## src/rtl/varredor_tabuleiro.sv

```systemverilog
// Row-by-row scanner for the 8x8 chessboard sensor matrix: debounces a single
// pressed square and presents it as a level-type move to the game datapath.
module varredor_tabuleiro #(
    parameter int LINHAS   = 8,
    parameter int COLUNAS  = 8,
    parameter int T_LINHA  = 50,
    parameter int DEBOUNCE = 3
) (
    input  logic               clock,
    input  logic               reset,
    input  logic               habilita,
    input  logic [COLUNAS-1:0] colunasSensor,
    output logic [LINHAS-1:0]  linhasVarredura,
    output logic [3:0]         jogadaLinha,
    output logic [3:0]         jogadaColuna,
    output logic               jogou,
    output logic               multipla,
    output logic [2:0]         db_estado
);

    localparam int LW = (LINHAS > 1) ? $clog2(LINHAS) : 1;
    localparam int DW = (T_LINHA > 1) ? $clog2(T_LINHA) : 1;
    localparam int EW = $clog2(DEBOUNCE + 1);

    typedef enum logic [2:0] {
        OCIOSO = 3'd0,
        VARRE  = 3'd1,
        AVALIA = 3'd2
    } estado_t;

    estado_t       estado, estadoProx;
    logic [LW-1:0] linha, linhaProx;
    logic [DW-1:0] dwell, dwellProx;
    logic [1:0]    contagem, contagemProx;
    logic          hitValido, hitValidoProx;
    logic [3:0]    hitLinha, hitLinhaProx, hitColuna, hitColunaProx;
    logic [3:0]    candLinha, candLinhaProx, candColuna, candColunaProx;
    logic [EW-1:0] estavel, estavelProx, vazio, vazioProx;
    logic [3:0]    jogadaLinhaProx, jogadaColunaProx;
    logic          jogouProx;

    logic [1:0]    pressionados;
    logic [3:0]    primeiraColuna;
    logic          algumPressionado;

    function automatic logic [EW-1:0] satInc(input logic [EW-1:0] v);
        return (v >= EW'(DEBOUNCE)) ? EW'(DEBOUNCE) : v + 1'b1;
    endfunction

    function automatic logic [1:0] satSoma(input logic [1:0] a, input logic [1:0] b);
        logic [2:0] s;
        s = {1'b0, a} + {1'b0, b};
        return (s >= 3'd2) ? 2'd2 : s[1:0];
    endfunction

    // Count pressed columns (saturating at 2) and find the lowest pressed one.
    always_comb begin
        pressionados     = 2'd0;
        primeiraColuna   = 4'd0;
        algumPressionado = 1'b0;
        for (int c = COLUNAS - 1; c >= 0; c--) begin
            if (colunasSensor[c]) begin
                primeiraColuna   = 4'(c);
                algumPressionado = 1'b1;
                pressionados     = satSoma(pressionados, 2'd1);
            end
        end
    end

    always_comb begin
        estadoProx       = estado;
        linhaProx        = linha;
        dwellProx        = dwell;
        contagemProx     = contagem;
        hitValidoProx    = hitValido;
        hitLinhaProx     = hitLinha;
        hitColunaProx    = hitColuna;
        candLinhaProx    = candLinha;
        candColunaProx   = candColuna;
        estavelProx      = estavel;
        vazioProx        = vazio;
        jogadaLinhaProx  = jogadaLinha;
        jogadaColunaProx = jogadaColuna;
        jogouProx        = jogou;
        multipla         = 1'b0;

        case (estado)
            OCIOSO: begin
                if (habilita) begin
                    estadoProx    = VARRE;
                    linhaProx     = '0;
                    dwellProx     = '0;
                    contagemProx  = 2'd0;
                    hitValidoProx = 1'b0;
                end
            end
            VARRE: begin
                if (dwell == DW'(T_LINHA - 1)) begin
                    dwellProx    = '0;
                    contagemProx = satSoma(contagem, pressionados);
                    if (!hitValido && algumPressionado) begin
                        hitValidoProx = 1'b1;
                        hitLinhaProx  = 4'(linha);
                        hitColunaProx = primeiraColuna;
                    end
                    if (linha == LW'(LINHAS - 1)) begin
                        linhaProx  = '0;
                        estadoProx = AVALIA;
                    end else begin
                        linhaProx = linha + 1'b1;
                    end
                end else begin
                    dwellProx = dwell + 1'b1;
                end
            end
            AVALIA: begin
                if (contagem == 2'd1) begin
                    vazioProx = '0;
                    if (hitLinha == candLinha && hitColuna == candColuna) begin
                        estavelProx = satInc(estavel);
                    end else begin
                        candLinhaProx  = hitLinha;
                        candColunaProx = hitColuna;
                        estavelProx    = EW'(1);
                    end
                end else if (contagem >= 2'd2) begin
                    multipla    = 1'b1;
                    estavelProx = '0;
                    vazioProx   = '0;
                end else begin
                    vazioProx   = satInc(vazio);
                    estavelProx = '0;
                end
                // A held move is locked until a full release is seen.
                if (!jogou && estavelProx == EW'(DEBOUNCE)) begin
                    jogadaLinhaProx  = candLinhaProx;
                    jogadaColunaProx = candColunaProx;
                    jogouProx        = 1'b1;
                end else if (jogou && vazioProx == EW'(DEBOUNCE)) begin
                    jogouProx = 1'b0;
                end
                contagemProx  = 2'd0;
                hitValidoProx = 1'b0;
                estadoProx    = VARRE;
            end
            default: estadoProx = OCIOSO;
        endcase

        if (!habilita) begin
            estadoProx  = OCIOSO;
            jogouProx   = 1'b0;
            estavelProx = '0;
            vazioProx   = '0;
            multipla    = 1'b0;
        end
    end

    always_ff @(posedge clock or posedge reset) begin
        if (reset) begin
            estado       <= OCIOSO;
            linha        <= '0;
            dwell        <= '0;
            contagem     <= 2'd0;
            hitValido    <= 1'b0;
            hitLinha     <= 4'd0;
            hitColuna    <= 4'd0;
            candLinha    <= 4'd0;
            candColuna   <= 4'd0;
            estavel      <= '0;
            vazio        <= '0;
            jogadaLinha  <= 4'd0;
            jogadaColuna <= 4'd0;
            jogou        <= 1'b0;
        end else begin
            estado       <= estadoProx;
            linha        <= linhaProx;
            dwell        <= dwellProx;
            contagem     <= contagemProx;
            hitValido    <= hitValidoProx;
            hitLinha     <= hitLinhaProx;
            hitColuna    <= hitColunaProx;
            candLinha    <= candLinhaProx;
            candColuna   <= candColunaProx;
            estavel      <= estavelProx;
            vazio        <= vazioProx;
            jogadaLinha  <= jogadaLinhaProx;
            jogadaColuna <= jogadaColunaProx;
            jogou        <= jogouProx;
        end
    end

    always_comb begin
        linhasVarredura = '0;
        if (estado == VARRE) begin
            linhasVarredura[linha] = 1'b1;
        end
    end

    assign db_estado = estado;

endmodule

```

## config.mk

```make
export PLATFORM = sky130hd
export DESIGN_NAME = varredor_tabuleiro
export DESIGN_NICKNAME = d
export VERILOG_FILES = /design/src/rtl/varredor_tabuleiro.sv
export SDC_FILE = /design/constraint.sdc
export NUM_CORES = 1
export LEC_CHECK = 0
export CORE_ASPECT_RATIO = 1.5
export CORE_MARGIN = 5
export CORE_UTILIZATION = 35
export CTS_CLUSTER_SIZE = 25
export DETAILED_ROUTE_END_ITERATION = 8
export GPL_TIMING_DRIVEN = 0
export PLACE_DENSITY = 0.59
export SETUP_SLACK_MARGIN = 0.05
export SLEW_MARGIN = 20
export SYNTH_ARGS = -nofsm -noshare
export SYNTH_HDL_FRONTEND = slang
export SYNTH_SLANG_ARGS = --single-unit
```

## constraint.sdc

```tcl
create_clock -name clock -period 2.4 [get_ports clock]
set_input_delay 0.48 -clock clock [delete_from_list [all_inputs] [get_ports clock]]
set_output_delay 0.48 -clock clock [all_outputs]
set_load 0.03 [all_outputs]
```

* Word-level counts from Yosys, hierarchy flattened
Cells that the tools add are included.
Word-level totals: flip-flop bits (word level) 43, bits in latches 0, RAM bits 0, bits in read-only memories 0, input port bits 11, output and inout port bits 21, logic and storage cells 151, memories 0
Cells by class: $add $sub $neg 12, multipliers 0, div/mod/pow operators 0, magnitude comparators 13, eq/ne operators 16, shift operators 0, multiplexer cells 77, bitwise logic cells 0, reduce and logical (&&, ||, !) cells 19
Operator list (number):
- 2-to-1 mux 2 bit | 29
- 2-to-1 mux 4 bit | 11
- >= comparator 3 x 2 -> 1 bit, second input constant | 8
- adder 2 x 1 -> 3 bit, second input constant | 7
- 2-to-1 mux 1 bit | 21
- 2-to-1 mux 3 bit | 7
- 2-to-1 mux 6 bit | 2
- one-hot mux 3 bit (2 select lines) | 2
- one-hot mux 6 bit (2 select lines) | 1
- AND reduction 3 bit | 3
- 2-to-1 mux 8 bit | 1
- AND reduction 2 bit | 4
- adder 6 x 1 -> 6 bit, second input constant | 1
- equality test 6 bit, second input constant | 1
- >= comparator 2 bit, second input constant | 3
- inequality test 2 bit, second input constant | 3
- inequality test 3 bit, second input constant | 2
- one-hot mux 2 bit (3 select lines) | 1
- logical AND 1 bit | 5
- adder 2 x 1 -> 2 bit, second input constant | 2
- equality test 2 bit, second input constant | 2
- equality test 3 x 4 -> 1 bit | 1
- equality test 4 bit | 1
- < comparator 3 x 4 -> 1 bit, second input constant | 1
- 17 further kinds | 18

* Depth between registers and ports, before layout
Gate-level depths: netlist (run 1).
word-level depth 34, mapped depth 12, gate-level depth less buffers 12

* Worst setup path before layout (run 1)
Ideal clock, no wire load.
kind in2reg, from input port colunasSensor[6], to register contagem[0], library setup time 0.121 ns, data arrival time 2.958 ns, data required time 2.279 ns, setup slack -0.679 ns, cell stages on the path 12, buffers on the path 0, cell sequence inv_1 -> ha_1 -> or4b_1 -> o211ai_1 -> a22o_1 -> nor2_1 -> a21o_1 -> ha_1 -> fa_1 -> nor2_1 -> a31o_1 -> a22o_1
Between the ends: cells in the longest elaborated chain, start to end 30
RTL lines:
- start: declaration | RTL line 12 | input logic [COLUNAS-1:0] colunasSensor,
- 2-to-1 mux 2 bit * | RTL line 62 | if (colunasSensor[c]) begin
- adder 2 x 1 -> 3 bit | RTL line 52 | s = {1'b0, a} + {1'b0, b};
- >= comparator 3 x 2 -> 1 bit | RTL line 53 | return (s >= 3'd2) ? 2'd2 : s[1:0];
- 2-to-1 mux 2 bit | RTL line 53
- 2-to-1 mux 2 bit * | RTL line 62
- adder 2 x 1 -> 3 bit | RTL line 52
- >= comparator 3 x 2 -> 1 bit | RTL line 53
- 2-to-1 mux 2 bit | RTL line 53
- [... 14 more ...]
- >= comparator 3 x 2 -> 1 bit | RTL line 53
- 2-to-1 mux 2 bit | RTL line 53
- 2-to-1 mux 2 bit * | RTL line 62
- adder 2 x 2 -> 3 bit * | RTL line 52
- >= comparator 3 x 2 -> 1 bit | RTL line 53
- 2-to-1 mux 2 bit * | RTL line 53
- 2-to-1 mux 2 bit * | RTL line 98 | if (dwell == DW'(T_LINHA - 1)) begin
- one-hot mux 2 bit (3 select lines) * | RTL line 87 | case (estado)
- end signal: assignment | RTL line 178 | contagem <= contagemProx;
- end: declaration | RTL line 34 | logic [1:0] contagem, contagemProx;
Mark *: on every way between the ends. The rest lies on a longest branch, timed or not. The select of a mux whose other input is x is not followed. A chain may end at the register's enable or synchronous reset.

* Worst setup path in the final report (run 1)
from input port colunasSensor[7], to register contagem[0]
Between the ends: cells in the longest elaborated chain, start to end 34
RTL lines (RTL line):
- 2-to-1 mux 1 bit * | 62
- adder 2 x 1 -> 3 bit | 52
- >= comparator 3 x 2 -> 1 bit | 53
- 2-to-1 mux 2 bit | 53
- 2-to-1 mux 2 bit * | 62
- adder 2 x 1 -> 3 bit | 52
- >= comparator 3 x 2 -> 1 bit | 53
- 2-to-1 mux 2 bit | 53
- [... 18 more ...]
- >= comparator 3 x 2 -> 1 bit | 53
- 2-to-1 mux 2 bit | 53
- 2-to-1 mux 2 bit * | 62
- adder 2 x 2 -> 3 bit * | 52
- >= comparator 3 x 2 -> 1 bit | 53
- 2-to-1 mux 2 bit * | 53
- 2-to-1 mux 2 bit * | 98
- one-hot mux 2 bit (3 select lines) * | 87
Marked as above.

==> results.md, run 1 <==
* Synthesized instance count at 225
* Number of synthesized register bits at ~40
* Critical Path Fanout Max at 3
* Hold slack final at 0.417 ns
* Vias at 1,769
* Clk sinks at between 40 and 50
* Gpl congestion at a little over 0.8
* Synth top area share at a little over two fifths
* CP Capture Type: flip-flop
* Sequential fraction of the synthesis area at between 40% and 50%
* GR Overflow Total at 0
* Die H at around 110 microns
* Final WS setup at -0.403 ns
* Dpl ws at -1.38 ns
* FFs w/ async S/R, synth at 100%
* LEAKAGE at 1.41 nW
* Post-DR wirelength/cell at between 10 and 15 microns
* CTS H-tree depth at 2
* CP required at 2.59 ns
* Share of post-route cells with drive strength above 1 at 26.4%
* Tmin final at about 2.8 ns
* Post-synth EDFFs at 0
* Reg clk slew, reported paths at 0.08 ns
* CTS max path bufs at 2
* Initial Util at 36.2%
* PortBufs at 28
* Drt first pass iters at 4
* Synth Cell Area at 0.00236 sq mm
* Hold Violations, Final at 0
* Cts bufs inserted at 5
* Dominant cells by area after synthesis: dfrtp_1 43%, mux2_2 9.0%, ha_1 4.8%
* Die extent in x at 77.1 microns
* Area leader, netlist: dfrtp_1
* Area growth syn-to-layout at 25.6%
* Power per cell area at 534 mW/mm^2
* Core Region at 0.00653 sq mm
* Max-cap violations at 0
* GRT Overall Usage at between 10% and 20%
* Inst Count DP at 330
* Max IR drop VDD at 0.000218 V
* Crit Path Class: input pin to flip-flop
* Most used DFF post-synth: dfrtp_1
* Worst setup SP type: input pin
* Skew final at between 0.005 and 0.006 ns
* Drt total wl at 4810 microns
* RSZ-0062 raised after global routing: true
* Syn Area/Cell at 10.5 sq um
* Final core utilization at 45.5%
* Synth warn at 0
* Failing checks: setup timing
* HP Class: input pin to async pin
* Antenna cells at 0
* Status: finished with violations
* Nets@finish at approximately 290
* Final HPWL DP at 3580 microns
* Vias/cell at 5.13
* Power Total at approximately 1.6 mW
* Initial antenna violation count at 0
* Row Count at 36
* Die area at roughly 0.0085 sq mm
* Number of remaining DRC errors at 0
* DRT iter0 DRCs at 39
* Met2 usage at 22.0%
* Final worst-path cycle share at 117%
* Top-level I/O count at 32
* FMAX at 357 MHz
* R2R Setup Slk at between 0.3 and 0.4 ns
* Final antenna-violating net count at 0
* Clk Tree Root Cell: clkbuf_8
* Non-filler cells in the finished layout at ~350
* GR met3 Demand/Resource at 2.36%
* Critical path arrival at 2.99 ns
* Finish-stage setup viols at 2
* Grt peak-use layer: met2
* Synth Net Count at 246
* Worst-Skew Late Latency at 0.29 ns
* CTS tree: done
* Largest net degree at the start of global routing at 33
* Vias in the first global route at about 1,800
* Grt met1 use at 13.2%
* Max Slew Vio Count at 0
* Netlist cell types at 57
* First-pass GRT wire length at 8470 microns
==> through the flow <==
step           instance area (sq um)  setup TNS (ns)
2_1_floorplan                   2400          -0.969
3_3_place_gp                    2780           -2.69
3_5_place_dp                    2800           -2.71
4_1_cts                         2950          -0.720
5_1_grt                         2970          -0.891
6_report                        2970          -0.725
==> cell families (layout without fill, tap and decap cells) <==
group	count (synthesis)	after routing	synth area share, %
other cells	1	1	0.159
compound gates	40	40	12.9
mux	21	21	9.89
simple gates	86	86	20.6
buf+inv	16	60	3.76
fa+ha+maj	10	10	5.61
xor+xnor	10	10	3.70
flops	41	41	43.4
==> cell usage after synthesis (2+ instances only) <==
master and n:
xor2_1 7, a21boi_0 5, and2b_1 2, dfrtp_1 41
nand4_1 2, buf_6 3, a21oi_1 3, buf_2 2
o21ai_0 9, o211ai_1 3, o21bai_1 2, a22o_1 4
nor2b_1 3, mux2_2 19, or3_1 2, nor4_1 3
mux2i_1 2, inv_1 9, nand2b_1 6, nand3_1 5
nor3_1 6, nand2_1 22, nor2_1 19, ha_1 9
xnor2_1 3, and3_1 2, a21o_1 2
==> power by group <==
group	total [mW]	switching, mW	leakage (nW)	internal [mW]
combinational	0.301	0.160	0.791	0.141
clock	0.501	0.241	0.0542	0.260
sequential	0.785	0.0619	0.562	0.723
==> registers in the layout (all words and copies together) (netlist names), 3 cells and up <==
| register | flops |
|---|---|
| candColuna | 4 |
| jogadaLinha | 4 |
| candLinha | 4 |
| dwell | 6 |
| hitLinha | 3 |
| jogadaColuna | 4 |
| hitColuna | 3 |
| linha | 3 |
==> worst max-delay path, stage by stage <==
cell and delay (ns):
buf_12 0.09, inv_12 0.03, ha_4 0.23, or4b_1 0.49
o211ai_1 0.15, a22o_1 0.23, nor2_1 0.05, a21o_1 0.16
ha_2 0.17, fa_1 0.50, nor2_2 0.04, a31o_1 0.16
a22o_1 0.20
==> placed cells by master (no fill, tap or decap), drive strengths merged, types with 8 or more instances in the layout <==
cell type / n
ha: 9
clkdlybuf4s50: 13
dlygate4sd2: 8
nand2: 22
mux2: 19
buf: 16
o21ai: 9
clkbuf: 12
dfrtp: 41
nor2: 20
inv: 9
==> area by class of cell <==
class                           instances  area [sq um]
Multi-Input combinational cell        168          1300
Sequential cell                        41          1030
Fill cell                             611          3560
Buffer                                  7          61.3
Clock inverter                          1          5.00
Clock buffer                            7          96.3
Timing Repair Buffer                   36           334
Tap cell                               76          95.1
Inverter                                9          48.8
==> path summary, 6_finish.rpt <==
check	cells past startpoint	end	from
worst max-delay path	13	contagem[0]$_DFFE_PP0P_	colunasSensor[7]
worst min-delay path	2	candLinha[3]$_DFFE_PP0P_	reset
worst max register to register	5	jogadaColuna[1]$_DFFE_PP0P_	db_estado[0]$_DFFE_PP0P_
worst min register to register	1	jogadaLinha[3]$_DFFE_PP0P_	jogadaLinha[3]$_DFFE_PP0P_
max in group asynchronous	3	dwell[2]$_DFFE_PP0P_	reset
min in group clock	1	jogadaLinha[3]$_DFFE_PP0P_	jogadaLinha[3]$_DFFE_PP0P_
==> layer usage <==
| layer | routed length (microns) | share of wire [%] |
|---|---|---|
| met4 | 81 | 1.7 |
| met1 | 1960 | 41 |
| met3 | 120 | 2.5 |
| met5 | 0 | 0 |
| met2 | 2640 | 55 |
==> repair_timing <==
item / in CTS / in global routing
buffers inserted: 6 / 1
hold buffers: 0 / 0
resized for setup: 35 / 14
pin swaps: 9 / 3
endpoints found under the setup margin: 11 / 8
(Power assumes the default switching activity.)
==> run 2: changes to the inputs <==
--- a/config.mk
+++ b/config.mk
@@ -5,6 +5,7 @@
 export SDC_FILE = /design/constraint.sdc
 export NUM_CORES = 1
 export LEC_CHECK = 0
+export ABC_AREA = 1
 export CORE_ASPECT_RATIO = 1.5
 export CORE_MARGIN = 5
 export CORE_UTILIZATION = 35
==> run 2 against run 1 <==
Effect of this change:
- the run still ends with setup timing left
- clock skew grew 0.0042 ns
- routed wire length grew 5.1%
- die area grew 0.23%
- via count grew 17%
- largest cell class unchanged
==> results.md, run 2 <==
* Post-synth EDFFs at 0 (unchanged)
* Dpl ws at -1.14 ns (was -1.38 ns)
* Most frequent cell after synthesis: nand2_1 (was dfrtp_1)
* CTS tree: done (unchanged)
* Sw Ratio at 33.8% (was 29.1%)
* CP dominant cell by count: nand2_1 (was a22o_1)
* CP endpoint: contagem[0]$_DFFE_PP0P_ (unchanged)
* HP Class: flip-flop to flip-flop (was input pin to async pin)
* Worst r2r dst: hitValido$_DFFE_PP0P_ (was jogadaColuna[1]$_DFFE_PP0P_)
* R2R Setup Slk at 0.69 ns (was 0.36 ns)
* Non-filler cells in the finished layout at 437 (was 345)
* Commonest cells post-synth: 77 x nand2_1, 54 x inv_1, 41 x dfrtp_1 (was 41 x dfrtp_1, 22 x nand2_1, 19 x mux2_2, 19 x nor2_1)
* RSZ-0062 raised after global routing: true (unchanged)
* GR Overflow Total at 0 (unchanged)
* Cts bufs inserted at 5 (unchanged)
* Drt total wl at 5050 microns (was 4810 microns)
* Clock share of power at 25.9% (was 31.5%)
* Synth warn at 0 (unchanged)
* Syn Area/Cell at 7.53 sq um (was 10.5 sq um)
* Final HPWL DP at 4050 microns (was 3580 microns)
* Synth Cell Area at 0.00237 sq mm (was 0.00236 sq mm)
* Status: finished with violations (unchanged)
* FFs w/ async S/R, synth at 100% (unchanged)
* Sw Pwr at 574 uW (was 463 uW)
* GRT Overall Usage at 12.2% (was 12.0%)
* Slowest CP cell: fa_1 (unchanged)
* Synthesized instance count at 315 (was 225)
* Top-level I/O count at 32 (unchanged)
* Power Total at 1.70 mW (was 1.59 mW)
* Antenna cells at 0 (unchanged)
* Gpl congestion at 0.801 (was 0.810)
* Initial Util at 36.3% (was 36.2%)
* Final antenna-violating net count at 0 (unchanged)
* FMAX at 385 MHz (was 357 MHz)
* Clk sinks at 41 (unchanged)
* Largest Register: dwell (unchanged)
* Critical-path cell list: buf_8, inv_6, ha_4, inv_4, nand2_4, o21ai_4, nand2_1, a21oi_2, nand2_1, nand2_2, nand2_1, nand2_1, nand3_1, nand2_1, nand2_1, inv_1, ha_2, fa_1, or2_4, nor2_2, nand3_1, o21ai_1 (was buf_12, inv_12, ha_4, or4b_1, o211ai_1, a22o_1, nor2_1, a21o_1, ha_2, fa_1, nor2_2, a31o_1, a22o_1)
* Hold Violations, Final at 0 (unchanged)
* Critical path arrival at 2.81 ns (was 2.99 ns)
* Power per cell area at 571 mW/mm^2 (was 534 mW/mm^2)
* Crit Path Class: input pin to flip-flop (unchanged)
* Nets@finish at 381 (was 289)
* Skew final at 0.00989 ns (was 0.00564 ns)
* Vias at 2,071 (was 1,769)
* Die extent in x at 77.2 microns (was 77.1 microns)
* Largest net degree at the start of global routing at 23 (was 33)
* Failing checks: setup timing (unchanged)
* Final worst-path cycle share at 108% (was 117%)
* DRT iter0 DRCs at 77 (was 39)
* Number of remaining DRC errors at 0 (unchanged)
* Vias/cell at 4.74 (was 5.13)
* Critical Path Fanout Max at 4 (was 3)
* Part of the power in registers at 47.4% (was 49.5%)
* Max reg flops at 6 (unchanged)
* Sequential fraction of the synthesis area at 43.3% (was 43.4%)
* LEAKAGE at 1.45 nW (was 1.41 nW)
* FF-to-FF path depth at 6 (was 5)
* Tmin final at 2.59 ns (was 2.80 ns)
* Max Slew Vio Count at 0 (unchanged)
* First-pass GRT wire length at 8740 microns (was 8470 microns)
* Most used DFF post-synth: dfrtp_1 (unchanged)
* Multi-input gate area at 0.00114 sq mm (was 0.00130 sq mm)
* Drt first pass iters at 4 (unchanged)
* CTS max path bufs at 2 (unchanged)
* P_int at 1.13 mW (was 1.12 mW)
* Commonest non-fill, non-tap cell in the layout: nand2_1 (was dfrtp_1)
* Max-cap violations at 0 (unchanged)
* Fill count at 657 (was 611)
* Crit path from: colunasSensor[6] (was colunasSensor[7])
* Dominant cells by area after synthesis: dfrtp_1 43%, nand2_1 12%, inv_1 8.5% (was dfrtp_1 43%, mux2_2 9.0%, ha_1 4.8%)
* CP Capture Type: flip-flop (unchanged)
* Core Region at 0.00653 sq mm (unchanged)
* Post-DR wirelength/cell at 11.6 microns (was 13.9 microns)
* Final WS setup at -0.194 ns (was -0.403 ns)
* Initial antenna violation count at 0 (unchanged)
* Area leader, netlist: dfrtp_1 (unchanged)
* Die H at 111 microns (about the same)
* PortBufs at 30 (was 28)
* Gate power share at 26.7% (was 19.0%)
* Netlist cell types at 35 (was 57)
* Finish-stage setup viols at 2 (unchanged)
* Synth top area share at 43.3% (was 43.4%)
* Number of synthesized register bits at 41 (unchanged)
* Die area at 0.00855 sq mm (was 0.00853 sq mm)
* Final core utilization at 45.6% (was 45.5%)
* Area growth syn-to-layout at 25.7% (was 25.6%)
* CTS H-tree depth at 2 (unchanged)
* Most frequent cells in the layout: 75 x nand2_1, 50 x inv_1, 41 x dfrtp_1, 27 x nor2_1, 26 x o21ai_0 (was 41 x dfrtp_1, 22 x nand2_1, 19 x mux2_2, 18 x nor2_1, 13 x clkdlybuf4s50_1)
* CP required at 2.61 ns (was 2.59 ns)
* Max IR drop VDD at 0.000203 V (was 0.000218 V)
* Crit path largest cell delay at 0.41 ns (was 0.50 ns)
* Clk Tree Root Cell: clkbuf_8 (unchanged)
* Vias in the first global route at 1,985 (was 1,789)
* Row Count at 36 (unchanged)
* Share of post-route cells with drive strength above 1 at 14.7% (was 26.4%)
* Worst-Skew Late Latency at 0.29 ns (about the same)
* Reg clk slew, reported paths at 0.08 ns (about the same)
* Worst setup SP type: input pin (unchanged)
* Inst Count DP at 422 (was 330)
* Worst r2r src: db_estado[1]$_DFFE_PP0P_ (was db_estado[0]$_DFFE_PP0P_)
* Reg area at 0.00103 sq mm (unchanged)
* Synth Net Count at 336 (was 246)
run 2: changes by cell type after synthesis, moves of 4 or more:
cell,before,now
a22o_1,4,0
inv_1,9,54
mux2_2,19,0
nand2_1,22,77
nand2b_1,6,0
nand3_1,5,18
nor2_1,19,28
nor2_2,0,4
o21ai_0,9,29
o22ai_1,1,6
xor2_1,7,1
run 2: cells by family after synthesis:
| family | share of synthesized area [%] |
|---|---|
| AND/OR/NAND/NOR | 26.2 |
| buffers and inverters | 10.5 |
| AO/OA/AOI/OAI | 13.1 |
| flip-flops | 43.3 |
| adder cells (fa/ha/maj) | 5.59 |
| XOR/XNOR | 1.11 |
| other | 0.158 |
run 2: through the flow:
stage                     setup TNS, ns  instance area (sq um)  hold slack (ns)
after floorplan                  -0.440                   2410            0.464
after global placement            -2.31                   2800            0.466
after detailed placement          -2.40                   2830            0.465
after CTS                        -0.355                   2940            0.487
after global routing             -0.624                   2980            0.499
final                            -0.326                   2980            0.483
run 2: worst min path at each step:
| stage | startpoint | to | slack (ns) | cells past startpoint |
|---|---|---|---|---|
| floorplan | vazio[1]$_DFFE_PP0P_ | vazio[1]$_DFFE_PP0P_ | 0.46 | 2 |
| global placement | jogadaColuna[2]$_DFFE_PP0P_ | jogadaColuna[2]$_DFFE_PP0P_ | 0.47 | 2 |
| detailed placement | jogadaColuna[2]$_DFFE_PP0P_ | jogadaColuna[2]$_DFFE_PP0P_ | 0.47 | 2 |
| CTS | jogadaColuna[2]$_DFFE_PP0P_ | jogadaColuna[2]$_DFFE_PP0P_ | 0.49 | 2 |
| global route | jogadaColuna[2]$_DFFE_PP0P_ | jogadaColuna[2]$_DFFE_PP0P_ | 0.50 | 2 |
| finish | jogadaColuna[2]$_DFFE_PP0P_ | jogadaColuna[2]$_DFFE_PP0P_ | 0.48 | 2 |
run 2: metal layers:
| metal | track usage (%) | part of all wire, % | up-vias | routed length, microns |
|---|---|---|---|---|
| met5 | 0 | 0 | - | 0 |
| met4 | 5.28 | 1.7 | 0 | 88 |
| met3 | 1.87 | 3.6 | 7 | 183 |
| met2 | 22.8 | 54 | 29 | 2730 |
| met1 | 13.3 | 40 | 949 | 2050 |
| li1 | - | - | 1086 | - |
run 2: final cells by class:
cell class / count / area share, %
inverter: 59 / 8.10
sequential: 41 / 34.4
multi-input combinational: 211 / 38.3
clock buffer: 8 / 2.69
tap: 76 / 3.19
buffer: 4 / 0.924
timing repair buffer: 38 / 12.4
run 2: worst max-delay path, delay by kind of cell:
kind | cells | cell delay (ns)
AOI/OAI and AO/OA | 3 | 0.31
buffers and inverters | 4 | 0.25
adders and majority gates | 3 | 0.78
and+or+nand+nor | 12 | 0.97
run 2: power by group through the flow:
stage | logic, mW | clock network [mW] | registers (mW)
after detailed placement | 0.445 | 0 | 0.821
final | 0.454 | 0.442 | 0.806
after floorplan | 0.313 | 0 | 0.808
after global routing | 0.522 | 0.479 | 0.816
after CTS | 0.448 | 0.460 | 0.807
after global placement | 0.430 | 0 | 0.820
run 2: what timing repair did:
item / in CTS / in global routing
hold endpoints to repair: 0 / 0
pin swaps: 11 / 5
hold buffers: 0 / 0
endpoints found under the setup margin: 11 / 7
buffers inserted: 2 / 5
resized for setup: 38 / 9
==> run 3: changes to the inputs <==
--- a/config.mk
+++ b/config.mk
@@ -6,7 +6,6 @@
 export NUM_CORES = 1
 export LEC_CHECK = 0
 export ABC_AREA = 1
-export CORE_ASPECT_RATIO = 1.5
 export CORE_MARGIN = 5
 export CORE_UTILIZATION = 35
 export CTS_CLUSTER_SIZE = 25
==> run 3 against run 2 <==
Effect of this change:
- the flow still finishes with violations (setup timing)
- total power rose by 8.5%
- non-clock buffer count unchanged
- critical endpoint unchanged
- clock-buffer cell count fell by 2
- largest power group unchanged
- highest routed layer unchanged
==> results.md, run 3 (same netlist as run 2, synthesis figures left out) <==
* Skew final at 0.00794 ns (was 0.00989 ns)
* Status: finished with violations (unchanged)
* HP Class: input pin to async pin (was flip-flop to flip-flop)
* Crit Path Class: input pin to flip-flop (unchanged)
* Cts bufs inserted at 5 (unchanged)
* Clk sinks at 41 (unchanged)
* Clk Tree Root Cell: clkbuf_8 (unchanged)
* Largest Register: dwell (unchanged)
* Failing checks: setup timing (unchanged)
* CTS H-tree depth at 2 (unchanged)
* Multi-input gate area at 0.00115 sq mm (was 0.00114 sq mm)
* Antenna cells at 0 (unchanged)
* Largest net degree at the start of global routing at 35 (was 23)
* Post-route setup TNS at -0.373 ns (was -0.326 ns)
* Part of the power in registers at 43.7% (was 47.4%)
* Most frequent cells in the layout: 75 x nand2_1, 50 x inv_1, 41 x dfrtp_1, 27 x nor2_1, 26 x o21ai_0 (unchanged)
* Power per cell area at 612 mW/mm^2 (was 571 mW/mm^2)
* Final antenna-violating net count at 0 (unchanged)
* GR Overflow Total at 0 (unchanged)
* LEAKAGE at 1.47 nW (was 1.45 nW)
* CP Capture Type: flip-flop (unchanged)
* Post-DR wirelength/cell at 11.2 microns (was 11.6 microns)
* CP delay by family, top: simple AND/OR/NAND/NOR gates (unchanged)
* Vias/cell at 4.65 (was 4.74)
* Worst-Skew Late Latency at 0.30 ns (was 0.29 ns)
* Critical Path Fanout Max at 4 (unchanged)
* Commonest non-fill, non-tap cell in the layout: nand2_1 (unchanged)
* Gate power share at 24.5% (was 26.7%)
* Sw Ratio at 32.0% (was 33.8%)
* Reg area at 0.00103 sq mm (unchanged)
* Critical-path cell list: buf_8, inv_6, ha_4, inv_4, nand2_4, o21ai_4, nand2_1, a21oi_2, nand2_1, nand2_1, nand2_1, nand2_2, nand3_2, nand2_1, inv_1, ha_2, fa_1, or2_4, nor2_2, nand3_1, o21ai_1 (was buf_8, inv_6, ha_4, inv_4, nand2_4, o21ai_4, nand2_1, a21oi_2, nand2_1, nand2_2, nand2_1, nand2_1, nand3_1, nand2_1, nand2_1, inv_1, ha_2, fa_1, or2_4, nor2_2, nand3_1, o21ai_1)
* Die H at 92.3 microns (was 111 microns)
* Top-level I/O count at 32 (unchanged)
* Max Slew Vio Count at 0 (unchanged)
* CTS max path bufs at 2 (unchanged)
* P_int at 1.26 mW (was 1.13 mW)
* Vias in the first global route at 1,955 (was 1,985)
* # hold bufs at CTS at 0 (unchanged)
* Final WS setup at -0.229 ns (was -0.194 ns)
* Vias at 2,052 (was 2,071)
* Clock share of power at 31.8% (was 25.9%)
* FMAX at 380 MHz (was 385 MHz)
* Final worst-path cycle share at 110% (was 108%)
* CP dominant cell by count: nand2_1 (unchanged)
* Critical path arrival at 2.85 ns (was 2.81 ns)
* Max reg flops at 6 (unchanged)
* Die area at 0.00852 sq mm (was 0.00855 sq mm)
* First-pass GRT wire length at 8660 microns (was 8740 microns)
* Worst setup SP type: input pin (unchanged)
* DRT iter0 DRCs at 88 (was 77)
* PortBufs at 30 (unchanged)
* Final HPWL DP at 3750 microns (was 4050 microns)
* RSZ-0062 raised after global routing: true (unchanged)
* Hold Violations, Final at 0 (unchanged)
* Max-cap violations at 0 (unchanged)
* Row Count at 30 (was 36)
* Gpl congestion at 0.812 (was 0.801)
* Max IR drop VDD at 0.000483 V (was 0.000203 V)
* Number of buffers and inverters on the critical path at 4 (unchanged)
* Core Region at 0.00668 sq mm (was 0.00653 sq mm)
* Reg clk slew, reported paths at 0.08 ns (about the same)
* Crit path largest cell delay at 0.44 ns (was 0.41 ns)
* Drt total wl at 4930 microns (was 5050 microns)
* Fill count at 680 (was 657)
* Share of post-route cells with drive strength above 1 at 15.5% (was 14.7%)
* CP required at 2.63 ns (was 2.61 ns)
* Finish-stage setup viols at 2 (unchanged)
* Power Total at 1.85 mW (was 1.70 mW)
* Slowest CP cell: fa_1 (unchanged)
* Number of remaining DRC errors at 0 (unchanged)
* Initial antenna violation count at 0 (unchanged)
* Tmin final at 2.63 ns (was 2.59 ns)
* Sw Pwr at 592 uW (was 574 uW)
* Die extent in x at 92.3 microns (was 77.2 microns)
* Area growth syn-to-layout at 27.3% (was 25.7%)
* CTS tree: done (unchanged)
* Initial Util at 35.5% (was 36.3%)
* GRT Overall Usage at 12.3% (was 12.2%)
* Nets@finish at 381 (unchanged)
* Drt first pass iters at 4 (unchanged)
[run 3: cell types whose count changed in the layout (fill, tap and decap cells not counted)]
cell	delta
clkbuf_1	-3
clkdlybuf4s15_2	-2
buf_12	+1
buf_16	-1
buf_6	-1
buf_8	+1
bufinv_16	+1
clkbuf_2	+1
clkbuf_8	+1
clkdlybuf4s15_1	+1
clkinvlp_4	+1
nand3_1	-1
nand3_2	+1
[run 3: worst register-to-register path: cells and delay by family, from the launching register on]
kind / cells / cell delay [ns]
buf+inv: 2 / 0.35
flops: 1 / 0.44
simple gates: 2 / 0.61
compound gates: 2 / 0.22
[run 3: layer usage]
| metal | up-vias | track usage (%) | wire length, microns |
|---|---|---|---|
| li1 | 1085 | - | - |
| met1 | 928 | 15.5 | 2370 |
| met2 | 29 | 21.0 | 2330 |
| met3 | 10 | 2.92 | 163 |
| met4 | 0 | 3.34 | 65 |
| met5 | - | 0 | 0 |
[run 3: final cells by class]
type | instances | share of cell area, %
multi-input cells | 211 | 38.0
flip-flops and latches | 41 | 34.0
repair buffers | 38 | 11.9
inverters | 59 | 8.00
well taps | 80 | 3.32
clock buffers | 6 | 2.74
clock inverters | 2 | 1.24
plain buffers | 4 | 0.912
[run 3: stage by stage]
step                util [%]  setup WS (ns)  instances  hold slack, ns  cell area [sq um]
floorplan                  -         -0.235        315           0.464               2410
global placement        42.0          -1.12        425           0.465               2810
detailed placement      42.3          -1.15        426           0.465               2830
CTS                     45.0         -0.210        440           0.396               3010
global route            45.2         -0.421        441           0.398               3020
finish                  45.2         -0.229        441           0.400               3020
[run 3: power by group through the flow]
stage	sequential, mW	combinational, mW	clock [mW]
after floorplan	0.808	0.313	0
after detailed placement	0.822	0.438	0
after global routing	0.817	0.514	0.637
after global placement	0.821	0.429	0
after CTS	0.808	0.449	0.607
final	0.807	0.453	0.587
[run 3: path summary, 6_finish.rpt]
check	cells after the start	end	startpoint	slack, ns
max	21	contagem[0]$_DFFE_PP0P_	colunasSensor[6]	-0.23
min	2	jogou$_DFFE_PP0P_	reset	0.40
max reg2reg	6	hitValido$_DFFE_PP0P_	db_estado[1]$_DFFE_PP0P_	0.71
min reg2reg	2	jogadaColuna[2]$_DFFE_PP0P_	jogadaColuna[2]$_DFFE_PP0P_	0.49
max in group asynchronous	3	linha[1]$_DFFE_PP0P_	reset	1.56
min in group clock	2	jogadaColuna[2]$_DFFE_PP0P_	jogadaColuna[2]$_DFFE_PP0P_	0.49
[run 3: timing repair]
action	4_1_cts	5_1_grt
pin swaps	11	0
buffers inserted	6	1
endpoints found under the setup margin	11	7
gates resized for setup	33	15
